===== config.mk =====
export PLATFORM = sky130hd
export DESIGN_NAME = ps2_coco_keyboard
export DESIGN_NICKNAME = d
export VERILOG_FILES = /design/src/rtl/ps2_coco_keyboard.sv
export SDC_FILE = /design/constraint.sdc
export NUM_CORES = 1
export LEC_CHECK = 0
export ABC_CLOCK_PERIOD_IN_PS = 3310
export CAP_MARGIN = 0
export CORE_UTILIZATION = 39
export CTS_CLUSTER_SIZE = 20
export DETAILED_ROUTE_END_ITERATION = 6
export PLACE_DENSITY = 0.55
export SYNTH_ARGS = -nofsm -noshare
export SYNTH_HDL_FRONTEND = slang
export SYNTH_SLANG_ARGS = --single-unit

===== constraint.sdc =====
create_clock -name clk -period 3.31 [get_ports clk]
set_input_delay 0.662 -clock clk [delete_from_list [all_inputs] [get_ports clk]]
set_output_delay 0.662 -clock clk [all_outputs]
set_load 0.02 [all_outputs]

===== src/rtl/ps2_coco_keyboard.sv =====
// ----------------------------------------------------------------------------
// ps2_coco_keyboard
//
// Converts set-2 scancodes from a PS/2 keyboard into the 7x8 CoCo key matrix
// and answers column strobes from the keyboard PIA with active-low row senses.
//
// Ports:
//   clk           system clock
//   rst           synchronous, active-high reset
//   ps2_clk_i     raw keyboard clock (asynchronous)
//   ps2_data_i    raw keyboard data (asynchronous)
//   col_strobe_i  active-low column select from the PIA port B outputs
//   row_out_o     active-low row sense to the PIA port A inputs (combinational)
//   key_event_o   one-cycle pulse when a mapped make/break updates the matrix
//   frame_err_o   one-cycle pulse when a received frame is rejected
// ----------------------------------------------------------------------------
module ps2_coco_keyboard #(
   parameter int FILTER_LEN     = 8,
   parameter int TIMEOUT_CYCLES = 20000
) (
   input  logic       clk,
   input  logic       rst,
   input  logic       ps2_clk_i,
   input  logic       ps2_data_i,
   input  logic [7:0] col_strobe_i,
   output logic [6:0] row_out_o,
   output logic       key_event_o,
   output logic       frame_err_o
);

   localparam int FW = $clog2(FILTER_LEN + 1);
   localparam int TW = $clog2(TIMEOUT_CYCLES + 1);

   typedef enum logic [2:0] {
      ST_IDLE    = 3'd0,
      ST_EXT     = 3'd1,
      ST_BRK     = 3'd2,
      ST_EXT_BRK = 3'd3,
      ST_SKIP    = 3'd4
   } state_t;

   // Odd parity: data bits plus parity bit must carry an odd number of ones.
   function automatic logic odd_parity_ok(input logic [7:0] d, input logic p);
      odd_parity_ok = ((^d) ^ p) == 1'b1;
   endfunction

   // Keyboard housekeeping bytes that carry no key information.
   function automatic logic is_ignored(input logic [7:0] b);
      case (b)
         8'hAA, 8'hFA, 8'hEE, 8'hFC, 8'hFE, 8'h00, 8'hFF: is_ignored = 1'b1;
         default:                                          is_ignored = 1'b0;
      endcase
   endfunction

   // Scancode to matrix index {hit, row*8+col}. SHIFT (12/59) is handled by
   // separate flags so that it is absent here.
   function automatic logic [6:0] map_key(input logic ext, input logic [7:0] code);
      case ({ext, code})
         9'h054: map_key = {1'b1, 6'd0};   9'h01C: map_key = {1'b1, 6'd1};
         9'h032: map_key = {1'b1, 6'd2};   9'h021: map_key = {1'b1, 6'd3};
         9'h023: map_key = {1'b1, 6'd4};   9'h024: map_key = {1'b1, 6'd5};
         9'h02B: map_key = {1'b1, 6'd6};   9'h034: map_key = {1'b1, 6'd7};
         9'h033: map_key = {1'b1, 6'd8};   9'h043: map_key = {1'b1, 6'd9};
         9'h03B: map_key = {1'b1, 6'd10};  9'h042: map_key = {1'b1, 6'd11};
         9'h04B: map_key = {1'b1, 6'd12};  9'h03A: map_key = {1'b1, 6'd13};
         9'h031: map_key = {1'b1, 6'd14};  9'h044: map_key = {1'b1, 6'd15};
         9'h04D: map_key = {1'b1, 6'd16};  9'h015: map_key = {1'b1, 6'd17};
         9'h02D: map_key = {1'b1, 6'd18};  9'h01B: map_key = {1'b1, 6'd19};
         9'h02C: map_key = {1'b1, 6'd20};  9'h03C: map_key = {1'b1, 6'd21};
         9'h02A: map_key = {1'b1, 6'd22};  9'h01D: map_key = {1'b1, 6'd23};
         9'h022: map_key = {1'b1, 6'd24};  9'h035: map_key = {1'b1, 6'd25};
         9'h01A: map_key = {1'b1, 6'd26};  9'h175: map_key = {1'b1, 6'd27};
         9'h172: map_key = {1'b1, 6'd28};  9'h16B: map_key = {1'b1, 6'd29};
         9'h174: map_key = {1'b1, 6'd30};  9'h029: map_key = {1'b1, 6'd31};
         9'h045: map_key = {1'b1, 6'd32};  9'h016: map_key = {1'b1, 6'd33};
         9'h01E: map_key = {1'b1, 6'd34};  9'h026: map_key = {1'b1, 6'd35};
         9'h025: map_key = {1'b1, 6'd36};  9'h02E: map_key = {1'b1, 6'd37};
         9'h036: map_key = {1'b1, 6'd38};  9'h03D: map_key = {1'b1, 6'd39};
         9'h03E: map_key = {1'b1, 6'd40};  9'h046: map_key = {1'b1, 6'd41};
         9'h052: map_key = {1'b1, 6'd42};  9'h04C: map_key = {1'b1, 6'd43};
         9'h041: map_key = {1'b1, 6'd44};  9'h04E: map_key = {1'b1, 6'd45};
         9'h049: map_key = {1'b1, 6'd46};  9'h04A: map_key = {1'b1, 6'd47};
         9'h05A: map_key = {1'b1, 6'd48};  9'h16C: map_key = {1'b1, 6'd49};
         9'h076: map_key = {1'b1, 6'd50};
         default: map_key = 7'd0;
      endcase
   endfunction

   // Input conditioning
   logic [1:0]    clk_sync_q, data_sync_q;
   logic          clk_filt_q, clk_filt_d, data_filt_q, data_filt_d;
   logic [FW-1:0] clk_cnt_q, clk_cnt_d, data_cnt_q, data_cnt_d;
   logic          clk_prev_q;
   logic          fall_s;

   // Receiver
   logic [3:0]    bit_cnt_q, bit_cnt_d;
   logic [7:0]    shift_q, shift_d;
   logic          par_q, par_d;
   logic [TW-1:0] tmo_q, tmo_d;
   logic          byte_done_s, byte_bad_s;

   // Decoder and matrix
   state_t        state_q;
   logic [2:0]    skip_q;
   logic [54:0]   matrix_q;
   logic          shift_l_q, shift_r_q;
   logic          key_event_q, frame_err_q;
   logic          ext_s, brk_s, act_s, key_act_s, hit_s, lsh_s, rsh_s, event_s;
   logic [6:0]    map_s;
   logic [55:0]   matrix_s;
   logic [6:0]    row_sense_s;

   // Two-flop synchronizers on the raw keyboard lines (idle high)
   always_ff @(posedge clk) begin
      if (rst) begin
         clk_sync_q  <= 2'b11;
         data_sync_q <= 2'b11;
      end else begin
         clk_sync_q  <= {clk_sync_q[0], ps2_clk_i};
         data_sync_q <= {data_sync_q[0], ps2_data_i};
      end
   end

   // Glitch filters: a line only changes after FILTER_LEN disagreeing samples in a row
   always_comb begin
      clk_filt_d  = clk_filt_q;
      data_filt_d = data_filt_q;
      if (clk_sync_q[1] != clk_filt_q) begin
         if (clk_cnt_q == FW'(FILTER_LEN - 1)) begin
            clk_filt_d = clk_sync_q[1];
            clk_cnt_d  = '0;
         end else begin
            clk_cnt_d  = clk_cnt_q + FW'(1);
         end
      end else begin
         clk_cnt_d = '0;
      end
      if (data_sync_q[1] != data_filt_q) begin
         if (data_cnt_q == FW'(FILTER_LEN - 1)) begin
            data_filt_d = data_sync_q[1];
            data_cnt_d  = '0;
         end else begin
            data_cnt_d  = data_cnt_q + FW'(1);
         end
      end else begin
         data_cnt_d = '0;
      end
   end

   // Filter state and falling-edge history
   always_ff @(posedge clk) begin
      if (rst) begin
         clk_filt_q  <= 1'b1;
         data_filt_q <= 1'b1;
         clk_cnt_q   <= '0;
         data_cnt_q  <= '0;
         clk_prev_q  <= 1'b1;
      end else begin
         clk_filt_q  <= clk_filt_d;
         data_filt_q <= data_filt_d;
         clk_cnt_q   <= clk_cnt_d;
         data_cnt_q  <= data_cnt_d;
         clk_prev_q  <= clk_filt_q;
      end
   end

   assign fall_s = clk_prev_q & ~clk_filt_q;

   // Frame receiver: start, 8 data LSB first, odd parity, stop; idle timeout
   always_comb begin
      bit_cnt_d   = bit_cnt_q;
      shift_d     = shift_q;
      par_d       = par_q;
      tmo_d       = tmo_q;
      byte_done_s = 1'b0;
      byte_bad_s  = 1'b0;
      if (fall_s) begin
         tmo_d = '0;
         case (bit_cnt_q)
            4'd0: begin
               if (!data_filt_q) begin
                  bit_cnt_d = 4'd1;
               end else begin
                  byte_bad_s = 1'b1;
               end
            end
            4'd9: begin
               par_d     = data_filt_q;
               bit_cnt_d = 4'd10;
            end
            4'd10: begin
               bit_cnt_d = 4'd0;
               if (data_filt_q && odd_parity_ok(shift_q, par_q)) begin
                  byte_done_s = 1'b1;
               end else begin
                  byte_bad_s = 1'b1;
               end
            end
            4'd1, 4'd2, 4'd3, 4'd4, 4'd5, 4'd6, 4'd7, 4'd8: begin
               shift_d   = {data_filt_q, shift_q[7:1]};
               bit_cnt_d = bit_cnt_q + 4'd1;
            end
            default: begin
               bit_cnt_d = 4'd0;
            end
         endcase
      end else if (bit_cnt_q == 4'd0) begin
         tmo_d = '0;
      end else if (tmo_q == TW'(TIMEOUT_CYCLES - 1)) begin
         tmo_d     = '0;
         bit_cnt_d = 4'd0;
      end else begin
         tmo_d = tmo_q + TW'(1);
      end
   end

   // Receiver state registers
   always_ff @(posedge clk) begin
      if (rst) begin
         bit_cnt_q <= 4'd0;
         shift_q   <= 8'd0;
         par_q     <= 1'b0;
         tmo_q     <= '0;
      end else begin
         bit_cnt_q <= bit_cnt_d;
         shift_q   <= shift_d;
         par_q     <= par_d;
         tmo_q     <= tmo_d;
      end
   end

   // Classify the completed byte as a key action given the current prefix state
   always_comb begin
      ext_s = (state_q == ST_EXT) || (state_q == ST_EXT_BRK);
      brk_s = (state_q == ST_BRK) || (state_q == ST_EXT_BRK);
      case (state_q)
         ST_IDLE:            act_s = (shift_q != 8'hE0) && (shift_q != 8'hF0) &&
                                     (shift_q != 8'hE1) && !is_ignored(shift_q);
         ST_EXT:             act_s = (shift_q != 8'hF0);
         ST_BRK, ST_EXT_BRK: act_s = 1'b1;
         default:            act_s = 1'b0;
      endcase
      key_act_s = byte_done_s && act_s;
      map_s     = map_key(ext_s, shift_q);
      hit_s     = key_act_s && map_s[6];
      lsh_s     = key_act_s && !ext_s && (shift_q == 8'h12);
      rsh_s     = key_act_s && !ext_s && (shift_q == 8'h59);
      event_s   = hit_s || lsh_s || rsh_s;
   end

   // Decoder FSM: tracks E0/F0 prefixes and skips the Pause sequence
   always_ff @(posedge clk) begin
      if (rst) begin
         state_q <= ST_IDLE;
         skip_q  <= 3'd0;
      end else if (byte_done_s) begin
         case (state_q)
            ST_IDLE: begin
               if (shift_q == 8'hE0) begin
                  state_q <= ST_EXT;
               end else if (shift_q == 8'hF0) begin
                  state_q <= ST_BRK;
               end else if (shift_q == 8'hE1) begin
                  state_q <= ST_SKIP;
                  skip_q  <= 3'd7;
               end else begin
                  state_q <= ST_IDLE;
               end
            end
            ST_EXT: begin
               state_q <= (shift_q == 8'hF0) ? ST_EXT_BRK : ST_IDLE;
            end
            ST_BRK, ST_EXT_BRK: begin
               state_q <= ST_IDLE;
            end
            ST_SKIP: begin
               skip_q  <= skip_q - 3'd1;
               state_q <= (skip_q <= 3'd1) ? ST_IDLE : ST_SKIP;
            end
            default: begin
               state_q <= ST_IDLE;
               skip_q  <= 3'd0;
            end
         endcase
      end else begin
         state_q <= state_q;
      end
   end

   // Key matrix, shift flags and the registered event pulses
   always_ff @(posedge clk) begin
      if (rst) begin
         matrix_q    <= 55'd0;
         shift_l_q   <= 1'b0;
         shift_r_q   <= 1'b0;
         key_event_q <= 1'b0;
         frame_err_q <= 1'b0;
      end else begin
         if (hit_s) begin
            matrix_q[map_s[5:0]] <= !brk_s;
         end
         if (lsh_s) begin
            shift_l_q <= !brk_s;
         end
         if (rsh_s) begin
            shift_r_q <= !brk_s;
         end
         key_event_q <= event_s;
         frame_err_q <= byte_bad_s;
      end
   end

   // SHIFT (6:7) is pressed while either physical shift key is held
   assign matrix_s = {shift_l_q | shift_r_q, matrix_q};

   // Row sense: a row is pulled low by any pressed key in a strobed column
   always_comb begin
      for (int r = 0; r < 7; r++) begin
         row_sense_s[r] = |(matrix_s[r*8 +: 8] & ~col_strobe_i);
      end
   end

   assign row_out_o   = ~row_sense_s;
   assign key_event_o = key_event_q;
   assign frame_err_o = frame_err_q;

endmodule

==> Word level (Yosys, flattened, before mapping) <==
Cells that the tools add are included.
{ "totals": {"input_bits": 12, "n_memories": 0, "out_inout_bits": 9, "reg_bits": 108, "romBits": 0, "ram_bits": 0, "latchBits": 0} }
{ "classes": {"bitwise": 17, "n_mux": 28, "shifts": 0, "n_lt_le_gt_ge": 3, "n_eq_ne": 89, "n_reduce_logical": 43, "n_mul": 0, "addsub": 5, "n_div": 0} }
{ "op_table": {"columns": ["operator", "n"], "rows": [
  ["one-hot mux 7 bit (51 select lines)", 1],
  ["equality test 9 x 6 -> 1 bit (second input constant)", 23],
  ["equality test 9 x 7 -> 1 bit (second input constant)", 16],
  ["equality test 8 bit (second input constant)", 9],
  ["OR reduction 8 bit", 8],
  ["equality test 9 x 5 -> 1 bit (second input constant)", 7],
  ["AND 8 bit", 7],
  ["bitwise mux 55 bit", 1],
  ["equality test 9 bit (second input constant)", 5],
  ["equality test 4 x 3 -> 1 bit (second input constant)", 6],
  ["!= test 8 bit (second input constant)", 3],
  ["two-way mux 3 bit", 7],
  ["one-hot mux 3 bit (3 select lines)", 2],
  ["two-way mux 4 bit", 4],
  ["adder 15 x 1 -> 15 bit (second input constant)", 1],
  ["equality test 15 bit (second input constant)", 1],
  ["adder 4 x 1 -> 4 bit (second input constant)", 3],
  ["equality test 4 bit (second input constant)", 3],
  ["one-hot mux 4 bit (3 select lines)", 1],
  ["logical AND 1 bit", 10],
  ["!= test 2 bit (second input constant)", 5],
  ["OR reduction 3 bit", 3],
  ["equality test 4 x 2 -> 1 bit (second input constant)", 2],
  ["equality test 8 x 5 -> 1 bit (second input constant)", 1],
  ["other kinds (34)", 56]
]} }

==> Depth between registers and ports, before layout <==
Gate-level depths: netlist of run 1.
{ "logic_depth": {"ltp_word": 12, "mapped_depth": 13} }

==> Worst setup path before layout of run 1 <==
OpenSTA, ideal clock, no wires.
{ "synth_path": {"kind": "register to register", "from": "register shift_q[3]", "to": "register matrix_q[3]", "path_slack_ps": 538, "arrival_time_ps": 2685, "t_required_ps": 3223, "path_stages_with_launch": 12, "setup_ps": 87, "n_path_buf": 2, "cell_sequence": "dfxtp_1 > inv_1 > ha_1 > buf_2 > buf_2 > nand3_1 > o32ai_1 > nor4_4 > nand4_4 > or4_4 > or4_1 > o31ai_1"} }
{ "synth_between": {"elab_chain_len": 9} }
{ "synth_rtl": {"columns": ["item", "line_no", "rtl"], "rows": [
  ["from (decl)", "98", "logic [7:0] shift_q, shift_d;"],
  ["from (signal assigned)", "227", "shift_q <= shift_d;"],
  ["parallel branches: the longest is 9 deep, another holds less-than comparator 6 x 7 -> 1 bit", null, null],
  ["to (signal, indexed assignment)", "301", "matrix_q[map_s[5:0]] <= !brk_s;"],
  ["to (decl)", "106", "logic [54:0] matrix_q;"]
]} }
Parallel ways; which one is timed is not known. The select of a mux whose other input is x is not followed.
A chain may end at the register's enable or synchronous reset.

==> Final worst setup path of run 1 <==
Ends and elaborated chain as after synthesis.

==> summary.txt, run 1 <==
worst IR drop on VDD: 247 uV
shortest period the worst path allows: 3150 ps
Std-Cell Core Area: 16000 um2
mux contribution to synthesized area: 8.09%
post-placement setup slack: 165 ps
critical path data arrival time: 3430 ps
worst-case register-to-register setup slack: 160 ps
worst slew margin relative to its limit: 47.1%
global-route wire length before repair: 27800 um
type of the worst setup path: reg2reg
synthesized-area fraction occupied by ao, oa, aoi and oai cells: 16.6%
Register-to-Register Path Depth: 9
Post-Route Setup TNS: 0 ps
endpoint of the worst-slack reg-to-reg timing path: matrix_q[3]
sequential fraction of the synthesis area: 33.6%
hold bufs inserted after CTS: 0
result of the run: completed
leakage dissipation: 2.80 nW
fraction of the mapped netlist area in adder cells: 4.86%
number of enable-type register cells in the synthesized netlist: 0
H-tree depth: 3
fin crit share: 95.3%
max-cap viol count: 0
Post-CTS Resized: 0
total overflow reported by the global router: 0
Power per Cell Area: 345 nW/um2
I/O pin count: 21
Worst Setup Start Kind: register
required time worst endpoint: 3580 ps
slew at the pin with the worst max-slew slack: 793 ps
hold wc startpoint: clk_sync_q[0]
post-synthesis instance area: 6440 um2
hold depth: 1
synth top area cells: sky130_fd_sc_hd__dfxtp_1, sky130_fd_sc_hd__mux2i_1, sky130_fd_sc_hd__nand3_1, sky130_fd_sc_hd__nand2b_1, sky130_fd_sc_hd__ha_1
number of port buffers: 20
final clock skew: 7.71 ps
post-CTS setup buffers: 0
cell-by-cell listing of the critical path: inv_1, ha_1, a22oi_1, a211o_1, o311a_1, nand4_4, or4_4, or4_1, o31ai_1
longest individual stage delay on the worst path: 600 ps
starting utilization of the core area: 40.2%
violation count after the first detailed-route iteration: 393
number of max-slew violations in the final report: 0
Via-to-Cell Ratio: 5.63
site row count: 46
mean cell area of the mapped netlist: 8.35 um2
Detail Route Antenna Nets: 0
clock-pin slew of the registers on the worst-case setup and hold paths: 80 ps
class of the tightest hold or removal check: reg2reg
cell with the most instances after synthesis: sky130_fd_sc_hd__dfxtp_1
number of nets in the finished design: 819
dominant combinational cell family by area after synthesis: simple AND/OR/NAND/NOR gates
XOR/XNOR Fraction of Synth Area: 3.07%
antenna diode count: 0
Root Buffer Master: sky130_fd_sc_hd__clkbuf_16
area share of the leading cell type in the synthesized netlist: 33.6%
top cell types by occurrence after synthesis: sky130_fd_sc_hd__dfxtp_1, sky130_fd_sc_hd__nand3_1, sky130_fd_sc_hd__nor2_1
number of antenna violations at the first check in global routing: 0
Num CTS Buffers: 9
remaining routing DRC violations: 0
count of state elements after synthesis: 108
unrepaired setup endpoints after global routing: no
total of warnings raised by yosys: 0
largest buffer count on any clock path: 2
slowest stage cell on the critical path: sky130_fd_sc_hd__or4_4
proportion of layout cells with a drive suffix above 1: 9.28%
endpoint of the worst hold path: clk_sync_q[1]
average wire per standard cell: 16.8 um
Mapped Cells: 771
final hold vios: 0
final HPWL from detailed placement: 11600 um
Main synth FF type: sky130_fd_sc_hd__dfxtp_1
count of endpoints failing setup in the final report: 0
via count: 5647
synthesized net count: 808
total routing resource utilization after global routing: 20.8%
relative area change from synthesis to final layout: 13.0%
Die Outline Area: 17000 um2
top achievable clock speed: 317 MHz
TritonCTS clock tree: built
maximum number of pins on one net before global-route repair: 90
reg-to-reg critical path startpoint: shift_q[3]
x dimension of the die: 130 um
post-detailed-routing wire length: 16900 um
Post-synth ARST share: 0%
Setup WS post-layout: 156 ps
Yosys top cell by area: sky130_fd_sc_hd__dfxtp_1
number of global-route vias before repair: 5407
die boundary height: 130 um
Max FO, Critical Path: 13
clock sink count: 108
clock latency reported for the late side of the worst-skew pair: 360 ps
synth unique cells: 67
area share of and/or/nand/nor cells after synthesis: 28.1%
detailed-router iteration count before antenna repair: 5
placer's final routability congestion estimate: 0.929
kind of capture point of the worst setup path: register
==> area by class of cell <==
cell class,count,area [um2]
flip-flops and latches,108,2160
multi-input cells,577,3920
clock buffers,9,225
clock inverters,7,85.1
well taps,216,270
fillers,1589,8730
inverters,35,131
repair buffers,51,478
==> metal layers <==
metal	wire (um)	GRT usage, %	part of all wire, %
met1	7630	27.2	45
met2	8130	34.7	48
met3	820	4.15	4.9
met4	284	6.29	1.7
met5	0	0	0
==> state kept, by name (all words and copies together), names as in the netlist <==
signal and cells:
matrix_q 55, tmo_q 15, shift_q 8, bit_cnt_q 4, clk_cnt_q 4, data_cnt_q 4
skip_q 3, state_q 3, clk_sync_q 2, data_sync_q 2, clk_filt_q 1, clk_prev_q 1
data_filt_q 1, frame_err_o 1, key_event_o 1, par_q 1, shift_l_q 1, shift_r_q 1
==> worst max-delay path by stage <==
stage	start	end	slack [ps]	cells past startpoint
floorplan	shift_q[3]	matrix_q[3]	540	11
global placement	col_strobe_i[0]	row_out_o[6]	150	6
detailed placement	col_strobe_i[0]	row_out_o[6]	170	6
CTS	col_strobe_i[0]	row_out_o[6]	140	6
global route	shift_q[0]	matrix_q[0]	9	10
finish	shift_q[3]	matrix_q[3]	160	9
==> layout by cell type (no fill, tap or decap), drive strengths merged, types with 4 or more instances in the layout <==
master and n:
dfxtp 108, nand3 74, nor2 62, nand2b 54, mux2i 52, nand2 44, inv 37, buf 32
a22oi 27, nor3 27, a21oi 26, ha 25, o21ai 25, clkdlybuf4s50 19, a211oi 19, xor2 12
and4 11, nor4 10, clkbuf 9, and3 8, xnor2 8, or2 7, o211ai 7, nor2b 7
nand4 7, or3 5, a311oi 5, a211o 5, o31ai 5, a22o 4, a311o 4, or4 4
==> worst max-delay path, delay by kind of cell (launching register included) <==
family,cells,cell delay [ps]
AO/OA/AOI/OAI,4,990
flip-flops,1,380
adder cells (fa/ha/maj),1,370
buffers and inverters,1,90
AND/OR/NAND/NOR,3,1230
==> report_power, final <==
group	internal, mW	switching (mW)
clock network	0.600	0.536
registers	1.30	0.00138
logic	0.0289	0.0454
total	1.93	0.582
==> per-stage QoR <==
step,power (mW),hold WS [ps],instances,area [um2],utilization (%)
floorplan,1.37,389,771,6440,-
global placement,1.41,392,987,6950,43.4
detailed placement,1.41,398,987,6950,43.4
CTS,2.55,417,1003,7260,45.3
global route,2.60,430,1003,7270,45.4
finish,2.51,413,1003,7270,45.4
==> logic make-up (layout without fill, tap and decap cells) <==
kind of cell | Yosys count | after routing
buffers and inverters | 86 | 102
multiplexers | 52 | 52
adder cells (fa/ha/maj) | 25 | 25
AND/OR/NAND/NOR | 329 | 329
XOR/XNOR | 21 | 21
flip-flops | 108 | 108
AO/OA/AOI/OAI | 150 | 150
Note: power is estimated with default switching activity, not from simulation.
==> run 2, diff against run 1 <==
--- a/config.mk
+++ b/config.mk
@@ -8,9 +8,10 @@
 export ABC_CLOCK_PERIOD_IN_PS = 3310
 export CAP_MARGIN = 0
 export CORE_UTILIZATION = 39
-export CTS_CLUSTER_SIZE = 20
 export DETAILED_ROUTE_END_ITERATION = 6
 export PLACE_DENSITY = 0.55
+export RECOVER_POWER = 50
 export SYNTH_ARGS = -nofsm -noshare
 export SYNTH_HDL_FRONTEND = slang
 export SYNTH_SLANG_ARGS = --single-unit
+export TNS_END_PERCENT = 1
==> run 2 against run 1 <==
Net effect:
- the flow now finishes with violations (capacitance limit, slew limit)
- non-clock buffer count did not move
- die area did not move
- register-to-register slack barely moved
- critical path type unchanged
- via count rose by 0.32%
- clock power barely moved
- sequential power barely moved
- largest cell class unchanged
- clock skew barely moved
- sequential cell count did not move
==> summary.txt, run 2 (same netlist as run 1, synthesis figures left out) <==
hold depth: 1 (unchanged)
standard cell area after detailed placement: 6950 um2 (unchanged)
Flop pwr share: 51.9% (about the same)
total routing resource utilization after global routing: 20.8% (unchanged)
remaining routing DRC violations: 0 (unchanged)
unrepaired setup endpoints after global routing: no
worst slew margin relative to its limit: -2.59% (-50 points)
Post-Route Hold Slack: 413 ps (unchanged)
number of global-route vias before repair: 5407 (unchanged)
number of max-slew violations in the final report: 90 (+90)
global-route wire length before repair: 27800 um (unchanged)
most frequent standard cell in the layout excluding fill and tap cells: sky130_fd_sc_hd__dfxtp_1
share of total power consumed by net switching: 23.2% (-0.036 points)
violated checks: capacitance limit, slew limit
Max FO, Critical Path: 13 (unchanged)
Via-to-Cell Ratio: 5.65 (+0.32%)
Worst Setup Start Kind: register
starting utilization of the core area: 40.2% (unchanged)
antenna diode count: 0 (unchanged)
x dimension of the die: 130 um (unchanged)
site row count: 46 (unchanged)
leakage dissipation: 2.82 nW (+0.53%)
clock-pin slew of the registers on the worst-case setup and hold paths: 80 ps (about the same)
Die Outline Area: 17000 um2 (unchanged)
die boundary height: 130 um (unchanged)
violation count after the first detailed-route iteration: 381 (-3.1%)
detailed-router iteration count before antenna repair: 5 (unchanged)
kind of capture point of the worst setup path: register
I/O pin count: 21 (unchanged)
shortest period the worst path allows: 3170 ps (+14.4 ps)
via count: 5665 (+0.32%)
clock sink count: 108 (unchanged)
Psw: 0.581 mW (-0.19%)
Std-Cell Core Area: 16000 um2 (unchanged)
critical path data arrival time: 3420 ps (about the same)
slew at the pin with the worst max-slew slack: 1540 ps (+746 ps)
post-detailed-routing wire length: 16800 um (-0.35%)
placer's final routability congestion estimate: 0.929 (unchanged)
TritonCTS clock tree: built
H-tree depth: 3 (unchanged)
number of flip-flops in the largest register: 55 (unchanged)
worst-case register-to-register setup slack: 140 ps (about the same)
average wire per standard cell: 16.7 um (-0.35%)
number of nets in the finished design: 819 (unchanged)
cell area after layout: 7260 um2 (-0.17%)
clock latency reported for the late side of the worst-skew pair: 360 ps (about the same)
endpoint of the worst-slack reg-to-reg timing path: matrix_q[3]
filler cell count: 1593 (+0.25%)
Num CTS Buffers: 9 (unchanged)
final HPWL from detailed placement: 11600 um (unchanged)
Reg with most FFs: matrix_q
type of the worst setup path: reg2reg
fin crit share: 95.7% (+0.44 points)
reg-to-reg critical path startpoint: shift_q[3]
highest-count cells in the layout ignoring fill and taps: sky130_fd_sc_hd__dfxtp_1, sky130_fd_sc_hd__nand3_1, sky130_fd_sc_hd__nor2_1, sky130_fd_sc_hd__nand2b_1, sky130_fd_sc_hd__mux2i_1
clock share of power: 45.2% (about the same)
largest buffer count on any clock path: 2 (unchanged)
post-route insts no fill: 1003 (unchanged)
number of antenna violations at the first check in global routing: 0 (unchanged)
post-layout utilization of the core: 45.4% (-0.078 points)
internal power: 1.93 mW (about the same)
total overflow reported by the global router: 0 (unchanged)
count of endpoints failing setup in the final report: 0 (unchanged)
worst IR drop on VDD: 245 uV (-0.72%)
Detail Route Antenna Nets: 0 (unchanged)
final clock skew: 7.49 ps (-0.221 ps)
required time worst endpoint: 3560 ps (-20 ps)
class of the tightest hold or removal check: reg2reg
proportion of layout cells with a drive suffix above 1: 8.77% (-0.51 points)
number of placed cells counting well taps: 987 (unchanged)
top achievable clock speed: 316 MHz (-0.46%)
Root Buffer Master: sky130_fd_sc_hd__clkbuf_16
final hold vios: 0 (unchanged)
Regs by FF count: matrix_q: 55 flops, tmo_q: 15 flops, shift_q: 8 flops
Register-to-Register Path Depth: 9 (unchanged)
Power per Cell Area: 346 nW/um2 (+0.13%)
number of port buffers: 20 (unchanged)
endpoint of the worst hold path: clk_sync_q[1]
maximum number of pins on one net before global-route repair: 90 (unchanged)
relative area change from synthesis to final layout: 12.8%
result of the run: finished, violations left
part of the total power dissipated in combinational logic: 3.0% (about the same)
Post-Route Setup TNS: 0 ps (unchanged)
max-cap viol count: 1 (+1)
hold wc startpoint: clk_sync_q[0]
## run 2: metrics by stage
| stage | power, mW | setup WS, ps |
|---|---|---|
| global placement | 1.41 | 150 |
| floorplan | 1.37 | 538 |
| global route | 2.60 | 9.36 |
| finish | 2.51 | 142 |
| CTS | 2.55 | 144 |
| detailed placement | 1.41 | 165 |
## run 2: what timing repair did
item                                    CTS  global route
resized for setup                         0             3
buffers inserted                          0             0
hold buffers                              0             0
hold endpoints to repair                  0             0
endpoints found under the setup margin    0            17
## run 2: power groups by stage
stage	Sequential, mW	Combinational [mW]	Clock [mW]
floorplan	1.33	0.0415	0
finish	1.30	0.0743	1.13
CTS	1.30	0.0750	1.17
detailed placement	1.33	0.0751	0
global placement	1.33	0.0742	0
global route	1.30	0.0799	1.22
## run 2: final cells by class
type	instances	area, um2	share of cell area [%]
multi-input combinational	577	3910	53.9
sequential	108	2160	29.8
clock buffer	9	225	3.10
clock inverter	7	85.1	1.17
tap	216	270	3.72
timing repair buffer	51	470	6.48
inverter	35	131	1.81
## run 2: worst max path at each step
stage               cells after the start            start      endpoint  slack, ps
finish                                  9       shift_q[3]   matrix_q[3]        140
global route                           10       shift_q[0]   matrix_q[0]          9
CTS                                     6  col_strobe_i[0]  row_out_o[6]        140
detailed placement                      6  col_strobe_i[0]  row_out_o[6]        170
global placement                        6  col_strobe_i[0]  row_out_o[6]        150
floorplan                              11       shift_q[3]   matrix_q[3]        540
## run 2: critical path, stage by stage (launching register included)
cell and delay [ps]:
sky130_fd_sc_hd__dfxtp_1 380, sky130_fd_sc_hd__inv_1 90, sky130_fd_sc_hd__ha_1 380, sky130_fd_sc_hd__a22oi_1 380, sky130_fd_sc_hd__a211o_1 230, sky130_fd_sc_hd__o311a_1 300, sky130_fd_sc_hd__nand4_4 200, sky130_fd_sc_hd__or4_4 600
sky130_fd_sc_hd__or4_1 420, sky130_fd_sc_hd__o31ai_1 70
## run 2: routing by layer
layer,global-route usage [%],routed length [um]
met5,0,0
met4,6.29,281
met3,4.15,882
met2,34.7,8150
met1,27.2,7480
==> run 3, diff against run 2 <==
--- a/config.mk
+++ b/config.mk
@@ -7,6 +7,7 @@
 export LEC_CHECK = 0
 export ABC_CLOCK_PERIOD_IN_PS = 3310
 export CAP_MARGIN = 0
+export CORE_MARGIN = 2
 export CORE_UTILIZATION = 39
 export DETAILED_ROUTE_END_ITERATION = 6
 export PLACE_DENSITY = 0.55
@@ -14,4 +15,3 @@
 export SYNTH_ARGS = -nofsm -noshare
 export SYNTH_HDL_FRONTEND = slang
 export SYNTH_SLANG_ARGS = --single-unit
-export TNS_END_PERCENT = 1
==> run 3 against run 2 <==
Net effect:
- the run now ends clean
- non-clock buffer count increased by 42
- worst setup slack worse by 18 ps
- sequential share of layout area shrank 1.3 points
- core utilization increased by 2.1 points
- clock power increased by 7%
- first-iteration DRC count increased by 9.2%
- critical path depth down 3
- power grew 3.0%
- maximum frequency down 0.58%
- critical endpoint is now row_out_o[6]
- largest power group unchanged
==> summary.txt, run 3 (same netlist as run 1, synthesis figures left out) <==
highest-count cells in the layout ignoring fill and taps: sky130_fd_sc_hd__dfxtp_1, sky130_fd_sc_hd__nand3_1, sky130_fd_sc_hd__buf_4, sky130_fd_sc_hd__nor2_1, sky130_fd_sc_hd__nand2b_1
H-tree depth: 3 (unchanged)
unrepaired setup endpoints after global routing: no
Psw: 0.577 mW (-0.75%)
Setup WS post-layout: 123 ps (-18.5 ps)
x dimension of the die: 132 um (+1.5%)
Regs by FF count: matrix_q: 55 flops, tmo_q: 15 flops, shift_q: 8 flops
proportion of layout cells with a drive suffix above 1: 13.4% (+4.6 points)
average wire per standard cell: 17.1 um (+1.8%)
standard cell area after detailed placement: 7260 um2 (+4.5%)
count of endpoints failing setup in the final report: 0 (unchanged)
hold bufs inserted after CTS: 0 (unchanged)
Max FO, Critical Path: 2 (-11)
violation count after the first detailed-route iteration: 416 (+9.2%)
maximum number of pins on one net before global-route repair: 74 (-18%)
Detail Route Antenna Nets: 0 (unchanged)
slowest stage cell on the critical path: sky130_fd_sc_hd__clkdlybuf4s50_1
global-route wire length before repair: 29500 um (+6.2%)
Power per Cell Area: 341 nW/um2 (-1.5%)
worst slew margin relative to its limit: 36.8% (+39 points)
detailed-router iteration count before antenna repair: 5 (unchanged)
post-detailed-routing wire length: 17800 um (+6.1%)
cell occurring most often along the worst timing path: sky130_fd_sc_hd__clkdlybuf4s50_1
number of port buffers: 20 (unchanged)
I/O pin count: 21 (unchanged)
type of the worst setup path: in2out
post-placement setup slack: 19.4 ps (-146 ps)
most frequent standard cell in the layout excluding fill and tap cells: sky130_fd_sc_hd__dfxtp_1
Post-CTS Resized: 1 (+1)
part of the total power dissipated in combinational logic: 3.0% (about the same)
leakage dissipation: 3.00 nW (+6.4%)
longest individual stage delay on the worst path: 650 ps (+50 ps)
max-cap viol count: 0 (-1)
antenna diode count: 0 (unchanged)
class of the tightest hold or removal check: reg2reg
number of nets in the finished design: 861 (+5.1%)
Post-Route Setup TNS: 0 ps (unchanged)
total routing resource utilization after global routing: 20.8% (-0.091 points)
critical path data arrival time: 2520 ps (-900 ps)
required time worst endpoint: 2650 ps (-910 ps)
number of flip-flops in the largest register: 55 (unchanged)
kind of capture point of the worst setup path: output port
internal power: 2.01 mW (+4.1%)
number of max-slew violations in the final report: 0 (-100%)
starting utilization of the core area: 40.2% (unchanged)
Flop pwr share: 50.4% (-1.5 points)
post-CTS setup buffers: 0 (unchanged)
share of total power consumed by net switching: 22.3% (-0.84 points)
remaining routing DRC violations: 0 (unchanged)
number of antenna violations at the first check in global routing: 0 (unchanged)
Worst Setup Start Kind: primary input
Std-Cell Core Area: 16000 um2 (unchanged)
Post-Route Hold Slack: 412 ps (-0.269 ps)
result of the run: completed
Root Buffer Master: sky130_fd_sc_hd__clkbuf_16
placer's final routability congestion estimate: 0.929 (about the same)
largest buffer count on any clock path: 2 (unchanged)
Via-to-Cell Ratio: 5.60 (-0.80%)
cell area after layout: 7590 um2 (+4.6%)
total overflow reported by the global router: 0 (unchanged)
TritonCTS clock tree: built
final hold vios: 0 (unchanged)
shortest period the worst path allows: 3190 ps (+18.5 ps)
clock latency reported for the late side of the worst-skew pair: 360 ps (about the same)
relative area change from synthesis to final layout: 17.9%
final clock skew: 10.8 ps (+3.30 ps)
cell-by-cell listing of the critical path: clkdlybuf4s50_1, inv_1, a22o_1, a221oi_1, o211a_1, clkdlybuf4s50_1
slew at the pin with the worst max-slew slack: 947 ps (-592 ps)
die boundary height: 132 um (+1.5%)
Die Outline Area: 17500 um2 (+3.1%)
Num CTS Buffers: 9 (unchanged)
worst IR drop on VDD: 300 uV (+22%)
Reg with most FFs: matrix_q
site row count: 46 (unchanged)
fin crit share: 96.3% (+0.56 points)
clock sink count: 108 (unchanged)
via count: 5855 (+3.4%)
clock-pin slew of the registers on the worst-case setup and hold paths: 80 ps (about the same)
clock share of power: 46.7% (+1.5 points)
final HPWL from detailed placement: 12800 um (+9.7%)
top achievable clock speed: 314 MHz (-0.58%)
number of global-route vias before repair: 5723 (+5.8%)
run 3: cell count changes in the layout (fill, tap and decap cells not counted), sizes merged:
cell and change:
inv +1, clkbuf +1, buf +41, clkinvlp -1, bufinv +1, clkinv -1
run 3: area by class of cell:
| cell class | count | area [um2] |
|---|---|---|
| sequential | 108 | 2160 |
| clock inverter | 7 | 108 |
| inverter | 35 | 131 |
| fill | 1578 | 8410 |
| multi-input combinational | 577 | 3910 |
| timing repair buffer | 93 | 785 |
| clock buffer | 9 | 225 |
| tap | 216 | 270 |
run 3: path summary, 6_finish.rpt:
kind	start	endpoint	slack, ps	cells after the start
worst max-delay path	col_strobe_i[0]	row_out_o[6]	120	6
worst min-delay path	clk_sync_q[0]	clk_sync_q[1]	410	1
worst max register to register	shift_q[4]	matrix_q[50]	130	11
worst min register to register	clk_sync_q[0]	clk_sync_q[1]	410	1
run 3: critical path, delay by kind of cell:
kind,cells,cell delay [ps]
AO/OA/AOI/OAI,3,700
buffers and inverters,3,1170
run 3: power by group through the flow:
stage | Clock, mW | Combinational, mW | Sequential, mW
floorplan | 0 | 0.0415 | 1.33
global placement | 0 | 0.0780 | 1.33
detailed placement | 0 | 0.0778 | 1.33
CTS | 1.24 | 0.0777 | 1.30
global route | 1.29 | 0.0820 | 1.30
finish | 1.21 | 0.0766 | 1.30
run 3: per-layer routing:
metal | global-route usage (%) | share of wire (%) | routed length [um] | up-vias
met1 | 26.6 | 45 | 8070 | 2794
met2 | 34.6 | 48 | 8480 | 151
met5 | 0 | 0 | 0 | -
met3 | 5.25 | 5.0 | 886 | 35
met4 | 6.09 | 2.1 | 383 | 0
li1 | - | - | - | 2875
run 3: per-stage QoR:
step / power (mW) / instances / util [%]
final: 2.58 / 1045 / 47.4
after global placement: 1.41 / 1029 / 45.4
after floorplan: 1.37 / 771 / -
after CTS: 2.62 / 1045 / 47.5
after global routing: 2.67 / 1045 / 47.4
after detailed placement: 1.41 / 1029 / 45.4
